**config.mk**
```make
export PLATFORM = sky130hd
export DESIGN_NAME = ps2_key_decoder_flat
export DESIGN_NICKNAME = d
export VERILOG_FILES = /design/src/rtl/ps2_key_decoder_if.sv /design/src/rtl/ps2_key_decoder.sv /design/src/flat_wrapper.sv
export SDC_FILE = /design/constraint.sdc
export NUM_CORES = 1
export LEC_CHECK = 0
export CAP_MARGIN = 20
export CORE_ASPECT_RATIO = 0.5
export CORE_MARGIN = 2
export CORE_UTILIZATION = 50
export CTS_BUF_LIST = sky130_fd_sc_hd__clkbuf_16
export DETAILED_ROUTE_END_ITERATION = 8
export PLACE_DENSITY_LB_ADDON = 0.25
export SYNTH_ARGS = -nofsm -noshare
export SYNTH_HDL_FRONTEND = slang
export SYNTH_SLANG_ARGS = --single-unit
```
**constraint.sdc**
```tcl
create_clock -name clk -period 2.4 [get_ports clk]
set_input_delay 0.6 -clock clk [delete_from_list [all_inputs] [get_ports clk]]
set_output_delay 0.6 -clock clk [all_outputs]
set_load 0.05 [all_outputs]
```
**src/rtl/ps2_key_decoder_if.sv**
```systemverilog
// Keyboard-side lines and decoded key-event outputs of ps2_key_decoder.
// slave: decoder side; master: keyboard/consumer side (testbench).
interface ps2_key_decoder_if;
    logic       ps2_clk;
    logic       ps2_data;
    logic       key_valid;
    logic [7:0] key_code;
    logic       key_ext;
    logic       key_release;
    logic       frame_err;

    modport slave (
        input  ps2_clk, ps2_data,
        output key_valid, key_code, key_ext, key_release, frame_err
    );
    modport master (
        output ps2_clk, ps2_data,
        input  key_valid, key_code, key_ext, key_release, frame_err
    );
endinterface

```
**src/rtl/ps2_key_decoder.sv**
```systemverilog
// PS/2 keyboard frame receiver and scan-code decoder (E0 extended / F0 break prefixes).
// Define PS2_PARITY_CHECK_EN to reject frames with bad odd parity.
module ps2_key_decoder #(
    parameter int SYS_FREQ   = 100_000_000,
    parameter int TIMEOUT_US = 200
) (
    input  logic              clk,
    input  logic              sys_rst,
    ps2_key_decoder_if.slave  bus
);
    localparam int LIMIT = SYS_FREQ / 1_000_000 * TIMEOUT_US;
    localparam int CW    = $clog2(LIMIT + 1);

`ifdef PS2_PARITY_CHECK_EN
    localparam logic PAR_EN = 1'b1;
`else
    localparam logic PAR_EN = 1'b0;
`endif

    localparam logic [1:0] S_IDLE = 2'd0;
    localparam logic [1:0] S_RECV = 2'd1;
    localparam logic [1:0] S_DONE = 2'd2;

    logic [1:0]    r_clk_sync, r_dat_sync;
    logic          r_clk_prev;
    logic [1:0]    r_state;
    logic [3:0]    r_bit_cnt;
    logic [7:0]    r_shift;
    logic          r_par, r_stop;
    logic [CW-1:0] r_to_cnt;
    logic          r_ext, r_brk;
    logic          r_key_valid, r_key_ext, r_key_release, r_frame_err;
    logic [7:0]    r_key_code;

    logic w_fall, w_data, w_frame_ok;

    assign w_fall     = r_clk_prev & ~r_clk_sync[1];
    assign w_data     = r_dat_sync[1];
    // With parity checking disabled the parity bit is still shifted in but never judged.
    assign w_frame_ok = r_stop & (~PAR_EN | (^{r_shift, r_par}));

    always_ff @(posedge clk) begin
        if (sys_rst) begin
            r_clk_sync    <= 2'b11;
            r_dat_sync    <= 2'b11;
            r_clk_prev    <= 1'b1;
            r_state       <= S_IDLE;
            r_bit_cnt     <= '0;
            r_shift       <= '0;
            r_par         <= 1'b0;
            r_stop        <= 1'b0;
            r_to_cnt      <= '0;
            r_ext         <= 1'b0;
            r_brk         <= 1'b0;
            r_key_valid   <= 1'b0;
            r_key_code    <= 8'h00;
            r_key_ext     <= 1'b0;
            r_key_release <= 1'b0;
            r_frame_err   <= 1'b0;
        end else begin
            r_clk_sync  <= {r_clk_sync[0], bus.ps2_clk};
            r_dat_sync  <= {r_dat_sync[0], bus.ps2_data};
            r_clk_prev  <= r_clk_sync[1];
            r_key_valid <= 1'b0;
            r_frame_err <= 1'b0;
            case (r_state)
                S_IDLE: begin
                    r_to_cnt <= '0;
                    if (w_fall && !w_data) begin
                        r_state   <= S_RECV;
                        r_bit_cnt <= '0;
                    end
                end
                S_RECV: begin
                    // A clock edge coinciding with expiry takes priority over the timeout.
                    if (w_fall) begin
                        r_to_cnt  <= '0;
                        r_bit_cnt <= r_bit_cnt + 4'd1;
                        if (r_bit_cnt < 4'd8) begin
                            r_shift <= {w_data, r_shift[7:1]};
                        end else if (r_bit_cnt == 4'd8) begin
                            r_par <= w_data;
                        end else begin
                            r_stop  <= w_data;
                            r_state <= S_DONE;
                        end
                    end else if (r_to_cnt == CW'(LIMIT - 1)) begin
                        r_state     <= S_IDLE;
                        r_frame_err <= 1'b1;
                        r_ext       <= 1'b0;
                        r_brk       <= 1'b0;
                    end else begin
                        r_to_cnt <= r_to_cnt + 1'b1;
                    end
                end
                S_DONE: begin
                    r_to_cnt <= '0;
                    r_state  <= S_IDLE;
                    if (!w_frame_ok) begin
                        r_frame_err <= 1'b1;
                        r_ext       <= 1'b0;
                        r_brk       <= 1'b0;
                    end else begin
                        case (r_shift)
                            8'hE0: r_ext <= 1'b1;
                            8'hF0: r_brk <= 1'b1;
                            8'h00, 8'hFF: begin
                                r_ext <= 1'b0;
                                r_brk <= 1'b0;
                            end
                            default: begin
                                r_key_valid   <= 1'b1;
                                r_key_code    <= r_shift;
                                r_key_ext     <= r_ext;
                                r_key_release <= r_brk;
                                r_ext         <= 1'b0;
                                r_brk         <= 1'b0;
                            end
                        endcase
                    end
                end
                default: r_state <= S_IDLE;
            endcase
        end
    end

    assign bus.key_valid   = r_key_valid;
    assign bus.key_code    = r_key_code;
    assign bus.key_ext     = r_key_ext;
    assign bus.key_release = r_key_release;
    assign bus.frame_err   = r_frame_err;
endmodule

```
**src/flat_wrapper.sv**
```systemverilog
// flat-port wrapper written by rule: the top's interface ports become plain ports
module ps2_key_decoder_flat 
#(
    parameter int SYS_FREQ   = 100_000_000,
    parameter int TIMEOUT_US = 200
)
  (clk, sys_rst, bus_ps2_clk, bus_ps2_data, bus_key_valid, bus_key_code, bus_key_ext, bus_key_release, bus_frame_err);
  ps2_key_decoder_if bus_i ();
  input  logic clk;
  input  logic sys_rst;
  input wire logic [$bits(bus_i.ps2_clk)-1:0] bus_ps2_clk;
  input wire logic [$bits(bus_i.ps2_data)-1:0] bus_ps2_data;
  output wire logic [$bits(bus_i.key_valid)-1:0] bus_key_valid;
  output wire logic [$bits(bus_i.key_code)-1:0] bus_key_code;
  output wire logic [$bits(bus_i.key_ext)-1:0] bus_key_ext;
  output wire logic [$bits(bus_i.key_release)-1:0] bus_key_release;
  output wire logic [$bits(bus_i.frame_err)-1:0] bus_frame_err;
  assign bus_i.ps2_clk = bus_ps2_clk;
  assign bus_i.ps2_data = bus_ps2_data;
  assign bus_key_valid = bus_i.key_valid;
  assign bus_key_code = bus_i.key_code;
  assign bus_key_ext = bus_i.key_ext;
  assign bus_key_release = bus_i.key_release;
  assign bus_frame_err = bus_i.frame_err;
  ps2_key_decoder #(.SYS_FREQ(SYS_FREQ), .TIMEOUT_US(TIMEOUT_US)) u_core (.clk(clk), .sys_rst(sys_rst), .bus(bus_i));
endmodule
```
# After elaboration in Yosys (flattened, before gate mapping)
# Index checks and enable logic that the tools add are counted.
# Widths: inputs -> output; s select.
dict set report word_totals {
  reg_bits 49
  inputBits 4
  out_inout_bits 12
  word_cells 85
}
dict set report op_classes {
  addsub 2
  n_lt_le_gt_ge 1
  eq_ne 17
  n_mux 25
  bitwise 7
  n_reduce_logical 18
}
# cell n
set ops {}
lappend ops {{$mux 15} 2}
lappend ops {{$pmux 15 s2} 1}
lappend ops {{$eq 8x8->1 const B} 3}
lappend ops {{$reduce_and 4->1} 4}
lappend ops {{$add 15x1->15 const B} 1}
lappend ops {{$eq 15x15->1 const B} 1}
lappend ops {{$ne 3x3->1 const B} 4}
lappend ops {{$mux 2} 5}
lappend ops {{$pmux 1 s2} 5}
lappend ops {{$reduce_and 3->1} 3}
lappend ops {{$logic_not 8->1} 1}
lappend ops {{$mux 1} 8}
lappend ops {{$mux 4} 2}
lappend ops {{$pmux 4 s2} 1}
lappend ops {{$ne 2x1->1 const B} 3}
lappend ops {{$not 1->1} 6}
lappend ops {{$reduce_bool 2->1} 3}
lappend ops {{$add 4x1->4 const B} 1}
lappend ops {{$eq 4x4->1 const B} 1}
lappend ops {{$lt 4x4->1 const B} 1}
lappend ops {{$pmux 2 s2} 1}
lappend ops {{$reduce_or 4->1} 1}
lappend ops {{$ne 3x1->1 const B} 1}
lappend ops {{$ne 3x2->1 const B} 1}
lappend ops {{other kinds (10)} 10}

# Longest topological paths before layout
dict set report logic_depth {
  ltp_word 5
  mapped_depth 8
  depth_no_buf 7
}

# Least setup slack after synthesis
# No wires, ideal clock.
dict set report synth_timing {
  kind {register to register}
  from {register u_core.r_to_cnt[12]}
  to {register u_core.r_to_cnt[10]}
  setup_time_ns 0.124
  arrival_ns 1.805
  t_required_ns 2.276
  slack_ns 0.471
  stages_incl_launch_ff 7
  path_buffers 1
  synth_period_minus_slack_ns 1.929
  cell_sequence {dfxtp_1 or4b_1 or3_4 nor3_1 or2_2 buf_4 o31ai_1}
}
dict set report synth_between {
  elab_chain_len 3
}
# item line
set synth_lines {}
lappend synth_lines {{from (decl)} ps2_key_decoder.sv:30} ;# logic [CW-1:0] r_to_cnt;
lappend synth_lines {{from (signal assigned)} ps2_key_decoder.sv:93} ;# r_to_cnt <= r_to_cnt + 1'b1;
lappend synth_lines {{$eq 15x15->1} ps2_key_decoder.sv:87} ;# end else if (r_to_cnt == CW'(LIMIT - 1)) begin
lappend synth_lines {{$ne 3x2->1 (no source line)} n/a}
lappend synth_lines {{$reduce_and 2->1 (no source line)} n/a}
# No other way between the ends.
# A chain may end at the register's enable or synchronous reset.

# Worst setup path after layout
dict set report layout_timing {
  from {register u_core.r_to_cnt[12]}
  to {register u_core.r_ext}
}
dict set report layout_between {
  elab_chain_len 3
}
# item line
set layout_lines {}
lappend layout_lines {{$eq 15x15->1} ps2_key_decoder.sv:87}
lappend layout_lines {{$ne 2x1->1 (no source line)} n/a}
lappend layout_lines {{$reduce_and 4->1 (no source line)} n/a}
lappend layout_lines {{to (signal assigned)} ps2_key_decoder.sv:90} ;# r_ext <= 1'b0;
lappend layout_lines {{to (signal assigned)} ps2_key_decoder.sv:101} ;# r_ext <= 1'b0;
lappend layout_lines {{to (signal assigned)} ps2_key_decoder.sv:105} ;# 8'hE0: r_ext <= 1'b1;
lappend layout_lines {{to (decl)} ps2_key_decoder.sv:31} ;# logic r_ext, r_brk;
# No other way between the ends.

==> qor.yml <==
logic_synthesis:
  postSynthCellCount: 251
  ys_top_cells_by_area: "dfxtp_1, mux2i_1, nor2_1"
  syn_nets: 262
  synthXorXnorAreaFrac_pct: 0.7808
  ys_seq_area_share_pct: 43.73
  synth_top_family_by_area: "simple AND/OR/NAND/NOR gates"
  synthSimpleGateAreaFrac_pct: 23.15
  synth_area_leader_cell: "dfxtp_1"
  ys_async_sr_fraction_pct: 0
  synth_fa_ha_area_share_pct: 3.904
  synth-edff-count: 0
  synth_mux_area_share_pct: 8.924
  synth_top_area_share_pct: 43.73
  synth_compound_area_share_pct: 15.17
  synth_area_per_cell_um2: 8.938
  synthesis.area_um2: 2243
  yosys_most_used_dff: "dfxtp_1"
  synth_warnings: 0
  yosysUniqueCellTypes: 43
  ys_seq_elements: 49
place:
  port_buffers: 15
  gp_congestion: 0.8608
  dp_slack_ns: 0.1535
  dpl.hpwl_mm: 2.982
floorplan:
  chipHeight_um: 51.37
  die_width_um: 98.73
  core_area_um2: 4360
  dieArea_um2: 5071
  rows: 17
  ios: 16
  start_util_pct: 51.45
drt:
  viasPerCell: 5.599
  drcViolationCount: 0
  num_vias: 1842
  wirelength_mm: 4.259
  firstDrtPassIters: 4
  drt-initial-drc-count: 38
  post_drt_wl_per_cell_um: 12.95
  drtAntennaViolNets: 0
sta:
  hold_violations: 0
  rsz0062_at_grt: "no"
  max_freq_mhz: 480.3
  min_period_over_period_pct: 86.74
  fin_setup_tns_ns: 0
  period_needed_ns: 2.082
  maxSlewHeadroom_pct: 66.41
  whs_ns: 0.4016
  worstMarginPinSlew_ns: 0.5023
  maxSlewViolCount: 0
  finalSetupViolations: 0
  fin_ws_ns: 0.3182
  finalClockSkew_ns: 0.009513
grt:
  overflow: 0
  grt_pass1_wl_mm: 7.493
  grt_usage_pct: 18.33
  grt_max_degree: 34
  antenna_found_initial: 0
  grt_pass1_vias: 1679
critical_path:
  path_cells: "or4b_1, or3_4, o21ai_0, o221a_2, o32ai_1"
  path_class: "flop to flop"
  crit_required_ns: 2.56
  critPathTopFamily: "simple AND/OR/NAND/NOR gates"
  crit_path_top_delay_cell: "or4b_1"
  start_kind: "flop"
  cpPeakStageDelay_ns: 0.59
  critical_path.startpoint: "u_core.r_to_cnt[12]"
  cp.buffers_inverters: 0
  setup.worst_path.end_class: "flop"
  r2r_start: "u_core.r_to_cnt[12]"
  path_max_fanout: 4
  worstPathArrival_ns: 2.25
pwr:
  p_per_area_nw_per_um2: 592.5
  peakVddDrop_mv: 0.2806
  p_leak_nw: 1.040
layout:
  area_growth_pct: 16.73
  fillers: 384
  fin_nets: 282
  drive_gt1_share_pct: 12.13
  antenna_cells: 0
  final_common_cell: "dfxtp_1"
  mostFrequentLayoutCells: "dfxtp_1, nor2_1, mux2i_1"
min_path:
  min_from: "u_core.r_clk_sync[0]"
  worstHoldPathType: "flop to flop"
cts:
  cts_buffer_depth: 2
  cts_resized: 0
  clkTransAtPathRegs_ns: 0.07
  tritoncts: "yes"
  post-cts-setup-buffers: 0
  insertion_delay_ns: 0.29
  cts.hold.buffers_added: 0
  cts.sinks: 49
  htree_num_levels: 2
  cts_root_buffer: "clkbuf_16"
  numCtsBuffers: 5
run_status:
  outcome: "complete, no violations"
flow_run:
  drv_cap: 0
## cell usage after synthesis (all sizes together), types with 2 or more instances
cell,count
a31oi,3
mux2i,20
xor2,2
and4,2
nand2,16
nand2b,4
nor2b,3
inv,9
or2,6
nand4,5
nor2,36
o31ai,6
clkbuf,5
o21ai,19
and3,6
buf,6
dfxtp,49
a31o,2
nor4,3
ha,7
nor3,6
nand3,11
o211ai,2
a21oi,10
## per-layer routing
metal / global-route usage [%] / up-vias / routed length, um
li1: - / 934 / -
met1: 23.02 / 875 / 2072
met2: 31.97 / 31 / 2021
met3: 4.241 / 2 / 132
met4: 5.479 / 0 / 33
met5: 0 / - / 0
## cell type report
type | instances | area, um^2 | area share (%)
Tap cell | 57 | 71.32 | 2.723
Timing Repair Buffer | 24 | 217.7 | 8.313
Inverter | 9 | 33.78 | 1.290
Clock buffer | 5 | 125.1 | 4.778
Clock inverter | 3 | 25.02 | 0.9556
Multi-Input combinational cell | 182 | 1165 | 44.48
Sequential cell | 49 | 980.9 | 37.46
## cells by family (layout without fill, tap and decap cells)
logic type               Yosys count  in the layout
AND/OR/NAND/NOR                  103            103
adder cells (fa/ha/maj)            7              7
flip-flops                        49             49
AO/OA/AOI/OAI                     50             50
XOR/XNOR                           2              2
multiplexers                      20             20
buffers and inverters             20             41
## power breakdown
part	leakage, nW	switching (mW)	internal [mW]
combinational	0.574	0.0190	0.0128
clock	0.0704	0.309	0.391
sequential	0.396	0.00257	0.816
total	1.04	0.331	1.22
## path summary, 6_finish.rpt
path,end,slack (ns),cells after the start
setup / recovery,u_core.r_ext,0.32,5
hold / removal,u_core.r_clk_sync[1],0.40,1
setup reg to reg,u_core.r_ext,0.32,5
hold reg to reg,u_core.r_clk_sync[1],0.40,1
## metrics by stage
step / cell area [um^2] / total power, mW / instances / util (%)
final: 2619 / 1.552 / 329 / 60.06
after global routing: 2619 / 1.603 / 329 / 60.06
after CTS: 2619 / 1.568 / 329 / 60.06
after detailed placement: 2469 / 0.8692 / 321 / 56.61
after global placement: 2469 / 0.8689 / 321 / 56.61
after floorplan: 2243 / 0.8580 / 251 / -
## registers in the layout, summed over array words and instances (netlist names), 2 cells and up
signal and cells:
u_core.r_to_cnt 15, u_core.bus.key_code 8, u_core.r_shift 8, u_core.r_bit_cnt 4, u_core.r_clk_sync 2, u_core.r_dat_sync 2, u_core.r_state 2
## worst register-to-register path, delay by kind of cell (launching register included)
family / cells / cell delay [ns]
AOI/OAI and AO/OA: 3 / 0.66
DFF: 1 / 0.33
and+or+nand+nor: 2 / 0.98
No activity file was read; power rests on OpenSTA's default activity.
